`config.mk`:
```
export PLATFORM = sky130hd
export DESIGN_NAME = store_buffer_flat
export DESIGN_NICKNAME = d
export VERILOG_FILES = /design/src/rtl/store_buffer_if.sv /design/src/rtl/store_buffer.sv /design/src/flat_wrapper.sv
export SDC_FILE = /design/constraint.sdc
export NUM_CORES = 1
export LEC_CHECK = 0
export CORE_AREA = 4 4 127 129
export CTS_CLUSTER_DIAMETER = 200
export DETAILED_ROUTE_END_ITERATION = 12
export DIE_AREA = 0 0 131 133
export PLACE_DENSITY_LB_ADDON = 0.2
export RECOVER_POWER = 50
export SLEW_MARGIN = 20
export SYNTH_ARGS = -nofsm -noshare
export SYNTH_HDL_FRONTEND = slang
export SYNTH_SLANG_ARGS = --single-unit
```
`constraint.sdc`:
```
create_clock -name clk -period 3.7 [get_ports clk]
set_clock_uncertainty 0.15 [all_clocks]
set_input_delay 0.37 -clock clk [delete_from_list [all_inputs] [get_ports clk]]
set_output_delay 0.37 -clock clk [all_outputs]
set_load 0.02 [all_outputs]
```
`src/rtl/store_buffer_if.sv`:
```
// store_buffer_if: execute-stage store/load requests and data-memory port driven by store_buffer.
interface store_buffer_if #(parameter int AW = 5, parameter int DW = 32);
    logic          st_valid;
    logic [AW-1:0] st_addr;
    logic [DW-1:0] st_data;
    logic          st_ready;
    logic          ld_valid;
    logic [AW-1:0] ld_addr;
    logic          ld_hit;
    logic [DW-1:0] ld_data;
    logic          ld_stall;
    logic          mem_read;
    logic          mem_write;
    logic [AW-1:0] mem_addr;
    logic [DW-1:0] mem_wdata;
    logic          empty;

    modport master (
        output st_valid, st_addr, st_data, ld_valid, ld_addr,
        input  st_ready, ld_hit, ld_data, ld_stall, mem_read, mem_write, mem_addr, mem_wdata, empty
    );
    modport slave (
        input  st_valid, st_addr, st_data, ld_valid, ld_addr,
        output st_ready, ld_hit, ld_data, ld_stall, mem_read, mem_write, mem_addr, mem_wdata, empty
    );
endinterface

```
`src/rtl/store_buffer.sv`:
```
// store_buffer: posted-store FIFO draining in order to the single-port data memory; loads win the port.
// Define STORE_FWD_EN to forward the youngest matching store to loads instead of stalling them.
module store_buffer #(
    parameter int DEPTH = 4,
    parameter int AW    = 5,
    parameter int DW    = 32
) (
    input logic           clk,
    input logic           rst_n,
    store_buffer_if.slave bus
);
    localparam int PW = $clog2(DEPTH);
    localparam logic [PW:0] FULL_CNT = (PW+1)'(DEPTH);
`ifdef STORE_FWD_EN
    localparam bit FWD = 1'b1;
`else
    localparam bit FWD = 1'b0;
`endif

    logic [AW-1:0] addr_q [DEPTH];
    logic [DW-1:0] data_q [DEPTH];
    logic [PW-1:0] head, tail, idx;
    logic [PW:0]   count;
    logic [1:0]    starve;
    logic          full, push, pop, rd, match, force_drain;
    logic [DW-1:0] match_data;

    // Scan oldest to youngest so the youngest match overwrites earlier ones.
    always_comb begin
        match = 1'b0;
        match_data = '0;
        idx = '0;
        for (int k = 0; k < DEPTH; k++) begin
            idx = head + PW'(k);
            if ((PW+1)'(k) < count && addr_q[idx] == bus.ld_addr) begin
                match = 1'b1;
                match_data = data_q[idx];
            end
        end
    end

    assign full        = count == FULL_CNT;
    assign force_drain = full && bus.ld_valid && starve == 2'd2;
    assign bus.ld_hit   = FWD && bus.ld_valid && match;
    assign bus.ld_data  = bus.ld_hit ? match_data : '0;
    assign bus.ld_stall = bus.ld_valid && !bus.ld_hit && ((match && !FWD) || force_drain);

    assign rd   = rst_n && bus.ld_valid && !bus.ld_stall && !bus.ld_hit;
    assign pop  = !rd && count != '0;
    assign push = bus.st_valid && bus.st_ready;

    assign bus.st_ready  = !full;
    assign bus.empty     = count == '0;
    assign bus.mem_read  = rd;
    assign bus.mem_write = pop;
    assign bus.mem_addr  = rd ? bus.ld_addr : pop ? addr_q[head] : '0;
    assign bus.mem_wdata = pop ? data_q[head] : '0;

    always_ff @(posedge clk or negedge rst_n) begin
        if (!rst_n) begin
            head   <= '0;
            tail   <= '0;
            count  <= '0;
            starve <= '0;
        end else begin
            if (push) tail <= tail + 1'b1;
            if (pop) head <= head + 1'b1;
            count  <= count + (PW+1)'(push) - (PW+1)'(pop);
            starve <= (full && bus.ld_valid && !pop) ? starve + 2'd1 : 2'd0;
        end
    end

    always_ff @(posedge clk) begin
        if (push) begin
            addr_q[tail] <= bus.st_addr;
            data_q[tail] <= bus.st_data;
        end
    end
endmodule

```
`src/flat_wrapper.sv`:
```
// flat-port wrapper written by rule: the top's interface ports become plain ports
module store_buffer_flat 
#(
    parameter int DEPTH = 4,
    parameter int AW    = 5,
    parameter int DW    = 32
)
  (clk, rst_n, bus_st_valid, bus_st_addr, bus_st_data, bus_ld_valid, bus_ld_addr, bus_st_ready, bus_ld_hit, bus_ld_data, bus_ld_stall, bus_mem_read, bus_mem_write, bus_mem_addr, bus_mem_wdata, bus_empty);
  store_buffer_if #(.AW(AW), .DW(DW)) bus_i ();
  input logic clk;
  input logic rst_n;
  input wire logic [$bits(bus_i.st_valid)-1:0] bus_st_valid;
  input wire logic [$bits(bus_i.st_addr)-1:0] bus_st_addr;
  input wire logic [$bits(bus_i.st_data)-1:0] bus_st_data;
  input wire logic [$bits(bus_i.ld_valid)-1:0] bus_ld_valid;
  input wire logic [$bits(bus_i.ld_addr)-1:0] bus_ld_addr;
  output wire logic [$bits(bus_i.st_ready)-1:0] bus_st_ready;
  output wire logic [$bits(bus_i.ld_hit)-1:0] bus_ld_hit;
  output wire logic [$bits(bus_i.ld_data)-1:0] bus_ld_data;
  output wire logic [$bits(bus_i.ld_stall)-1:0] bus_ld_stall;
  output wire logic [$bits(bus_i.mem_read)-1:0] bus_mem_read;
  output wire logic [$bits(bus_i.mem_write)-1:0] bus_mem_write;
  output wire logic [$bits(bus_i.mem_addr)-1:0] bus_mem_addr;
  output wire logic [$bits(bus_i.mem_wdata)-1:0] bus_mem_wdata;
  output wire logic [$bits(bus_i.empty)-1:0] bus_empty;
  assign bus_i.st_valid = bus_st_valid;
  assign bus_i.st_addr = bus_st_addr;
  assign bus_i.st_data = bus_st_data;
  assign bus_i.ld_valid = bus_ld_valid;
  assign bus_i.ld_addr = bus_ld_addr;
  assign bus_st_ready = bus_i.st_ready;
  assign bus_ld_hit = bus_i.ld_hit;
  assign bus_ld_data = bus_i.ld_data;
  assign bus_ld_stall = bus_i.ld_stall;
  assign bus_mem_read = bus_i.mem_read;
  assign bus_mem_write = bus_i.mem_write;
  assign bus_mem_addr = bus_i.mem_addr;
  assign bus_mem_wdata = bus_i.mem_wdata;
  assign bus_empty = bus_i.empty;
  store_buffer #(.DEPTH(DEPTH), .AW(AW), .DW(DW)) u_core (.clk(clk), .rst_n(rst_n), .bus(bus_i));
endmodule
```
* Yosys cells after proc, flatten, opt, wreduce, memory -nomap -nowiden
Memory sizes are Yosys's and may differ from the RTL's.
Cells that the tools add are included.
** Operators by class
- Reduce and logical (&&, ||, !) cells :: 19
- Muxes and demuxes :: 10
- Equal/unequal tests :: 6
- Add/sub/neg operators :: 7
- Order comparisons :: 4
** Operators by type and width (count)
- 32-bit two-way mux :: 1
- 5-bit == test :: 4
- 1-bit logical AND :: 12
- 5-bit two-way mux :: 2
- 2-bit by 1-bit adder with 2-bit output, second input constant :: 3
- 1-bit by 3-bit less-than comparator with 1-bit output, first input constant :: 2
- 2-bit by 3-bit less-than comparator with 1-bit output, first input constant :: 2
- 1-bit two-way mux :: 6
- 2-bit adder, second input constant :: 2
- 1-bit logical NOT :: 4
- 3-bit by 1-bit adder with 3-bit output :: 1
- 3-bit == test, second input constant :: 1
- 3-bit logical NOT :: 1
- 3-bit nonzero test :: 1
- 3-bit by 1-bit subtractor with 3-bit output :: 1
- 2-bit == test, second input constant :: 1
- 2-bit two-way mux :: 1
- 1-bit logical OR :: 1
** Storage, ports and cells
- Word-level logic and storage cells :: 52
- Output and inout port bits :: 75
- Bits in registers :: 9
- Memories kept :: 2
- RAM bits :: 148
** Memories
- u_core.data_q :: words 4, bits a word 32, read ports 1, clocked after memory_dff 0, wr ports 1, RTL line store_buffer.sv:21 : logic [DW-1:0] data_q [DEPTH];
- u_core.addr_q :: words 4, bits a word 5, read ports 4, clocked after memory_dff 0, wr ports 1, RTL line store_buffer.sv:20 : logic [AW-1:0] addr_q [DEPTH];

* Longest topological paths before layout
Gate-level depths: netlist (run 1).
An unclocked memory read counts as a cell.
- Depth in word-level cells :: 16
- Depth in mapped cells :: 17
- Depth with buffers taken out :: 13

* Worst setup path after synthesis (run 1)
Ideal clock, no wire load.
- Path kind :: reg2reg
- From :: register u_core.head[1]
- To :: register u_core.count[2]
- Setup slack :: 0.075 ns
- Data arrival time :: 3.353 ns
- Stages on the path, launching flop included :: 16
- Library setup time :: 0.122 ns
- Data required time :: 3.428 ns
- Cells stage by stage :: dfrtp_1 > buf_6 > mux4_2 > xnor2_1 > and3_1 > a32oi_2 > nand4_4 > o31ai_4 > buf_2 > inv_1 > ha_1 > inv_1 > ha_1 > inv_1 > fa_1 > xor2_1
** On the way
- Word-level cells in the longest chain between the ends :: 14
- Elaborated cells between the ends (all ways) :: 23
- Classes of those cells :: add/sub (4); eq/ne (4); mux (4); reduce/logical (10); memory (1)
** RTL lines
- start, declared :: RTL line store_buffer.sv:22 : logic [PW-1:0] head, tail, idx;
- start signal, assigned :: RTL line store_buffer.sv:67 : if (pop) head <= head + 1'b1;
- 2-bit by 1-bit adder with 2-bit output or memory 4 x 5 bit (tied branches)
- memory 4 x 5 bit (*)
- 5-bit == test or 1-bit logical AND (tied branches) :: RTL line store_buffer.sv:35 : if ((PW+1)'(k) < count && addr_q[idx] == bus.ld_addr) begin
- 1-bit logical AND or 1-bit two-way mux (tied branches) :: RTL line store_buffer.sv:35
- 1-bit two-way mux (2 in series) :: RTL line store_buffer.sv:35
- 1-bit two-way mux (*) :: RTL line store_buffer.sv:35
- 1-bit logical OR (*) :: RTL line store_buffer.sv:46 : assign bus.ld_stall = bus.ld_valid && !bus.ld_hit && ((match && !FWD) || force_drain);
- 1-bit logical AND (*) :: RTL line store_buffer.sv:46
- 1-bit logical NOT (*) :: RTL line store_buffer.sv:48 : assign rd = rst_n && bus.ld_valid && !bus.ld_stall && !bus.ld_hit;
- 1-bit logical AND (*) :: RTL line store_buffer.sv:48
- 1-bit logical NOT (*) :: RTL line store_buffer.sv:49 : assign pop = !rd && count != '0;
- 1-bit logical AND (*) :: RTL line store_buffer.sv:49
- via bus_mem_write :: RTL line flat_wrapper.sv:22 : output wire logic [$bits(bus_i.mem_write)-1:0] bus_mem_write;
- 3-bit by 1-bit subtractor with 3-bit output (*) :: RTL line store_buffer.sv:68 : count <= count + (PW+1)'(push) - (PW+1)'(pop);
- end signal, assigned :: RTL line store_buffer.sv:68
- end, declared :: RTL line store_buffer.sv:23 : logic [PW:0] count;
The timed path passes the listed nets; every way through them passes the cells marked *.
A chain may end at the register's enable or synchronous reset.

* Worst setup path in the final report (run 1)
- From :: register u_core.head[1]
- To :: register u_core.count[2]
** On the way
- Word-level cells in the longest chain between the ends :: 14
- Elaborated cells between the ends (all ways) :: 23
- Classes of those cells :: add/sub (4); eq/ne (4); mux (4); reduce/logical (10); memory (1)
** RTL lines (RTL line)
- 2-bit by 1-bit adder with 2-bit output or memory 4 x 5 bit (tied branches)
- memory 4 x 5 bit (*)
- 5-bit == test or 1-bit logical AND (tied branches) :: store_buffer.sv:35
- 1-bit logical AND or 1-bit two-way mux (tied branches) :: store_buffer.sv:35
- 1-bit two-way mux (2 in series) :: store_buffer.sv:35
- 1-bit two-way mux (*) :: store_buffer.sv:35
- 1-bit logical OR (*) :: store_buffer.sv:46
- 1-bit logical AND (*) :: store_buffer.sv:46
- 1-bit logical NOT (*) :: store_buffer.sv:48
- 1-bit logical AND (*) :: store_buffer.sv:48
- 1-bit logical NOT (*) :: store_buffer.sv:49
- 1-bit logical AND (*) :: store_buffer.sv:49
- 3-bit by 1-bit subtractor with 3-bit output (*) :: store_buffer.sv:68
Mark *: on every way between the ends. The rest lies on a longest branch, timed or not.

==> flow_metrics.tcl, run 1 <==
set metrics [dict create \
    combPwrFrac_pct 43.0 \
    path_class "reg2reg" \
    first_pass_iters 4 \
    clkPwrFrac_pct 22.6 \
    rows 45 \
    synth_top_cell_by_area "edfxtp_1" \
    drc 0 \
    internal_power_mw 4.783 \
    post-route-period-util_pct 97.94 \
    postLayoutCoreUtil_pct 58.71 \
    insertion_delay_ns 0.42 \
    seqPwrFrac_pct 34.4 \
    path_max_fanout 5 \
    setup_viol 0 \
    grt_start_max_net_pins 26 \
    nets 587 \
    fp.dieArea_um2 17420 \
    placed_area_um2 8179 \
    hold_class "reg2reg" \
    synth_common_cells "edfxtp_1 (148), mux4_2 (37), buf_4 (34), nor2b_1 (34), mux2i_1 (25)" \
    h-tree-depth 4 \
    worstMarginPinSlew_ns 0.7941 \
    cts_root_buf "clkbuf_16" \
    max-slew-margin-rel_pct 47.06 \
    finalPower_mw 7.222 \
    antenna_found_initial 4 \
    hold_viol_final 0 \
    track_usage_pct 17.13 \
    synth_top_flop_cell "edfxtp_1" \
    p_leak_nw 3.227 \
    status "finished, final reports clean" \
    synth_edf_count 148 \
    irDropWorstVdd_v 0.0003824 \
    dpl.hpwl_um 9259 \
    die_w_um 131 \
    synth_top_area_share_pct 62.32 \
    endpoint_kind "flip-flop" \
    ys_warn_count 0 \
    crit_arrival_ns 3.77 \
    syn_to_final_growth_pct 23.75 \
    grt-ovfl-total 0 \
    wl_per_cell_um 19.12 \
    maxCapViolCount 0 \
    start_util_pct 47.44 \
    synth-seq-cells 157 \
    period_needed_ns 3.624 \
    drv_slew 0 \
    worstPathRequired_ns 3.84 \
    ctsLongestPathBuffers 2 \
    max_freq_mhz 275.9 \
    switching_power_mw 2.440 \
    swShare_pct 33.78 \
    drive_above_1_share_pct 24.08 \
    clock-sinks 157 \
    finish.instance_area_um2 8826 \
    finalSetupTns_ns 0 \
    ys_seq_area_share_pct 65.47 \
    core_um2 15030 \
    async_flop_share_pct 5.732 \
    place_congestion 0.8168 \
    vias 3813 \
    drtIter0Drc 199 \
    whs_ns 0.2778 \
    syn_avg_cell_area_um2 17.23 \
    finalWorstSetupSlack_ns 0.07607 \
    post-place-ws_ns -0.07729 \
    io_pins 121 \
    clk_pin_slew_ns 0.06 \
    power_density_nw_per_um2 818.3 \
    rsz0062_at_grt "true" \
    synth_cell_type_count 41 \
    antenna_left 0 \
    yosysMostFrequentCell "edfxtp_1" \
    instances_no_fill 734 \
    netlist_instances 414 \
    n_fill_cell 1167 \
    grt_pass1_wl_um 22030 \
    routed_via_density 5.195 \
    netlist_area_um2 7132 \
    critical_path.startpoint_type "flip-flop" \
    grt_pass1_vias 4073 \
    drt_wl_total_um 14030 \
    cts_made_buffers 17 \
    io_buffers 87 \
    netlist_top_cells_area "edfxtp_1 (62%), mux4_2 (12%), buf_4 (3.6%)" \
    tritoncts "done" \
    chipHeight_um 133 \
    place_inst 689 \
]
[critical path: stages (launching register included)]
cell     delay [ns]
dfrtp_2        0.45
mux4_2         0.53
xnor2_1        0.17
and3_1         0.22
a32oi_2        0.20
nand4_4        0.17
o31ai_4        0.32
buf_12         0.15
inv_1          0.07
ha_1           0.31
inv_1          0.06
ha_1           0.12
inv_1          0.05
fa_1           0.37
xor2_1         0.17
[flip-flops by register name, summed over array words and instances (netlist names)]
name	count
u_core.addr_q	20
u_core.head	2
u_core.starve	2
u_core.data_q	128
u_core.count	3
u_core.tail	2
[cell families (layout without fill, tap and decap cells)]
logic type                 Yosys count  after routing  synth area share [%]
DFF                                157            157                 65.47
and+or+nand+nor                     83             83                 7.228
buffers and inverters               67            165                 5.772
muxes                               64             64                 15.61
xor gates and xnor gates            23             23                 2.825
adders and majority gates           10             10                 1.860
AOI/OAI and AO/OA                    9              9                 1.175
other                                1             35               0.05258
[cell type report]
type	instances	area, um^2	area share, %
multi-input combinational	222	2202	24.95
tap	188	235.2	2.665
inverter	14	52.55	0.5954
antenna	2	5.005	0.05671
sequential	157	4674	52.96
timing repair buffer	119	1096	12.42
clock buffer	27	503.0	5.699
clock inverter	5	57.56	0.6521
[power by group through the flow]
stage          clock (mW)  combinational [mW]  sequential [mW]
5_1_grt              1.76                3.36             2.52
6_report             1.63                3.10             2.48
3_3_place_gp            0                3.15             2.51
2_1_floorplan           0                2.10             2.46
4_1_cts              1.67                3.06             2.50
3_5_place_dp            0                3.17             2.53
[layout by cell type (no fill, tap or decap), drive strengths merged, types with 11 or more instances in the layout]
| master | n |
|---|---|
| edfxtp | 148 |
| buf | 45 |
| dlygate4sd3 | 38 |
| mux4 | 37 |
| nor2b | 34 |
| conb | 33 |
| clkbuf | 31 |
| mux2i | 25 |
| xnor2 | 22 |
| inv | 15 |
| nand2 | 13 |
| clkdlybuf4s15 | 12 |
| dlygate4sd2 | 11 |
[path summary, 6_finish.rpt]
kind | from | end | slack [ns] | cells past startpoint
setup / recovery | u_core.head[1]$_DFFE_PN0P_ | u_core.count[2]$_DFF_PN0_ | 0.08 | 14
hold / removal | u_core.starve[0]$_DFF_PN0_ | u_core.starve[0]$_DFF_PN0_ | 0.28 | 1
max in group asynchronous | rst_n | u_core.head[0]$_DFFE_PN0P_ | 2.60 | 2
min in group asynchronous | rst_n | u_core.tail[1]$_DFFE_PN0P_ | 0.39 | 2
hold reg to reg | u_core.starve[0]$_DFF_PN0_ | u_core.starve[0]$_DFF_PN0_ | 0.28 | 1
setup reg to reg | u_core.head[1]$_DFFE_PN0P_ | u_core.count[2]$_DFF_PN0_ | 0.08 | 14
[routing by layer]
| metal | global-route usage (%) | vias up | routed length, um |
|---|---|---|---|
| li1 | - | 1743 | - |
| met1 | 21.56 | 1942 | 5931 |
| met2 | 27.45 | 108 | 7161 |
| met3 | 5.854 | 16 | 788 |
| met4 | 6.229 | 4 | 129 |
| met5 | 0 | - | 21 |
[timing repair]
item / in CTS / in global routing
hold buffers: 0 / 0
setup endpoints to repair: 40 / 39
pin swaps: 3 / 1
resized for setup: 90 / 34
setup buffers: 8 / 3
Note: power is estimated with default switching activity, not from simulation.
==> inputs of run 2 (changes only) <==
==> constraint.sdc (replaced) <==
create_clock -name clk -period 3.3 [get_ports clk]
set_clock_uncertainty 0.15 [all_clocks]
set_input_delay 0.33 -clock clk [delete_from_list [all_inputs] [get_ports clk]]
set_output_delay 0.33 -clock clk [all_outputs]
set_load 0.02 [all_outputs]
==> flow_metrics.tcl, run 2 (synthesis gave the netlist of run 1 again) <==
set metrics [dict create \
    status "complete, but fails checks" \
    violations "setup timing" \
    placed_area_um2 8351 \
    vias 3929 \
    hold_depth 1 \
    rsz0062_at_grt "true" \
    track_usage_pct 17.41 \
    h-tree-depth 4 \
    top_regs "u_core.data_q: 128 flops, u_core.addr_q: 20 flops, u_core.count: 3 flops" \
    grt_pass1_wl_um 22490 \
    routed_via_density 5.218 \
    finish.instance_area_um2 9313 \
    whs_ns 0.2901 \
    chipHeight_um 133 \
    drt_wl_total_um 15060 \
    period_needed_ns 3.453 \
    top_layer "met5" \
    drt-met1-wl_um 6307 \
    post-route-period-util_pct 104.6 \
    drv_slew 0 \
    drc 0 \
    grt_pass1_vias 4108 \
    crit_arrival_ns 2.97 \
    finalSetupTns_ns -4.646 \
    worstPathRequired_ns 2.82 \
    syn_to_final_growth_pct 30.58 \
    start_util_pct 47.44 \
    wl_met3_um 857 \
    r2r_cells 15 \
    hold_class "reg2reg" \
    core_um2 15030 \
    max_freq_mhz 289.6 \
    largest_reg_flops 128 \
    cts_made_buffers 17 \
    irDropWorstVdd_v 0.0004752 \
    endpoint_kind "output pin" \
    power_density_nw_per_um2 950.3 \
    worstMarginPinSlew_ns 0.5842 \
    drive_above_1_share_pct 37.94 \
    wl_per_cell_um 20.00 \
    io_pins 121 \
    maxCapViolCount 0 \
    path_max_fanout 5 \
    critical_path.startpoint_type "flip-flop" \
    path_class "reg2out" \
    hold_viol_final 0 \
    finalWorstSetupSlack_ns -0.1525 \
    finalPower_mw 8.849 \
    crit_chain "bufbuf_16 > mux2i_2 > xnor2_2 > nor4_1 > o21ai_1 > nand4_4 > nor3_4 > buf_6 > mux2_4 > buf_6" \
    post-place-ws_ns -0.2823 \
    place_congestion 0.8542 \
    insertion_delay_ns 0.42 \
    worst_r2r_endpoint "u_core.count[1]$_DFF_PN0_" \
    final_common_cell "edfxtp_1" \
    place_inst 710 \
    instances_no_fill 753 \
    postLayoutCoreUtil_pct 61.95 \
    slowest_stage "dfrtp_2" \
    die_w_um 131 \
    wl_met2_um 7702 \
    clk_pin_slew_ns 0.06 \
    max-slew-margin-rel_pct 61.05 \
    final_cell_mix "edfxtp_1 (148), buf_4 (49), dlygate4sd3_1 (38)" \
    rrSetupSlack_ns -0.15 \
    setup_viol 40 \
    clock-sinks 157 \
    r2r_start "u_core.head[1]$_DFFE_PN0P_" \
    dpl.hpwl_um 9158 \
    drtIter0Drc 151 \
    grt_start_max_net_pins 38 \
    fp.dieArea_um2 17420 \
    antenna_found_initial 3 \
    n_fill_cell 1098 \
    cts_root_buf "clkbuf_16" \
    tritoncts "done" \
    antenna_left 0 \
    io_buffers 87 \
    startpoint "u_core.head[1]$_DFFE_PN0P_" \
    largest-register "u_core.data_q" \
    crit_end "bus_mem_addr[3]" \
    p_leak_nw 3.441 \
    postCtsHoldBufs 0 \
    nets 608 \
    rows 45 \
    critPathMaxStageDelay_ns 0.47 \
    ctsLongestPathBuffers 2 \
    critPathMostFrequentCell "buf_6" \
    grt-ovfl-total 0 \
    first_pass_iters 6 \
]
[run 2: cell count changes in the layout (fill, tap and decap cells not counted), sizes merged]
cell	change
bufinv	+2
clkdlybuf4s15	-12
dlygate4sd2	-11
clkinv	+5
buf	+44
bufbuf	+1
clkbuf	-11
diode	-1
inv	+2
[run 2: metal layers]
layer / global-route usage [%] / vias up
met5: 0 / -
met4: 5.429 / 4
met3: 5.612 / 16
met2: 28.78 / 113
met1: 21.73 / 2007
li1: - / 1789
[run 2: area by class of cell]
cell class                 instances  area [um^2]  share of cell area (%)
clock buffer                      17        425.4                   4.568
tap                              188        235.2                   2.526
multi-input combinational        222         2395                   25.72
antenna                            1        2.502                 0.02687
clock inverter                    14        166.4                   1.787
inverter                          14        52.55                  0.5643
sequential                       157         4674                   50.19
timing repair buffer             140         1361                   14.62
[run 2: repair_timing]
item | in CTS | in global routing
buffers inserted | 7 | 3
gates cloned | 3 | 2
gates resized for setup | 199 | 71
endpoints found under the setup margin | 42 | 42
pin swaps | 5 | 12
endpoints found under the hold margin | 0 | 0
[run 2: worst max-delay path, delay by kind of cell, from the launching register on]
kind                      cells  cell delay, ns
DFF                           1            0.47
and+or+nand+nor               3            0.51
xor gates and xnor gates      1            0.17
AOI/OAI and AO/OA             1            0.24
muxes                         2            0.59
buffers and inverters         3            0.59
[run 2: worst min-delay path by stage]
stage / to / slack [ns] / from
after floorplan: u_core.count[0]$_DFF_PN0_ / -0.12 / rst_n
after global placement: u_core.starve[0]$_DFF_PN0_ / 0.27 / u_core.starve[0]$_DFF_PN0_
after detailed placement: u_core.starve[0]$_DFF_PN0_ / 0.29 / u_core.starve[0]$_DFF_PN0_
after CTS: u_core.count[0]$_DFF_PN0_ / 0.09 / rst_n
after global routing: u_core.starve[0]$_DFF_PN0_ / 0.32 / u_core.starve[0]$_DFF_PN0_
final: u_core.starve[0]$_DFF_PN0_ / 0.29 / u_core.starve[0]$_DFF_PN0_
[run 2: report_power, final]
group          internal [mW]  leakage (nW)  switching (mW)
Clock                   1.19         0.292           0.762
Sequential              2.64          1.46           0.159
Combinational           2.03          1.69            2.07
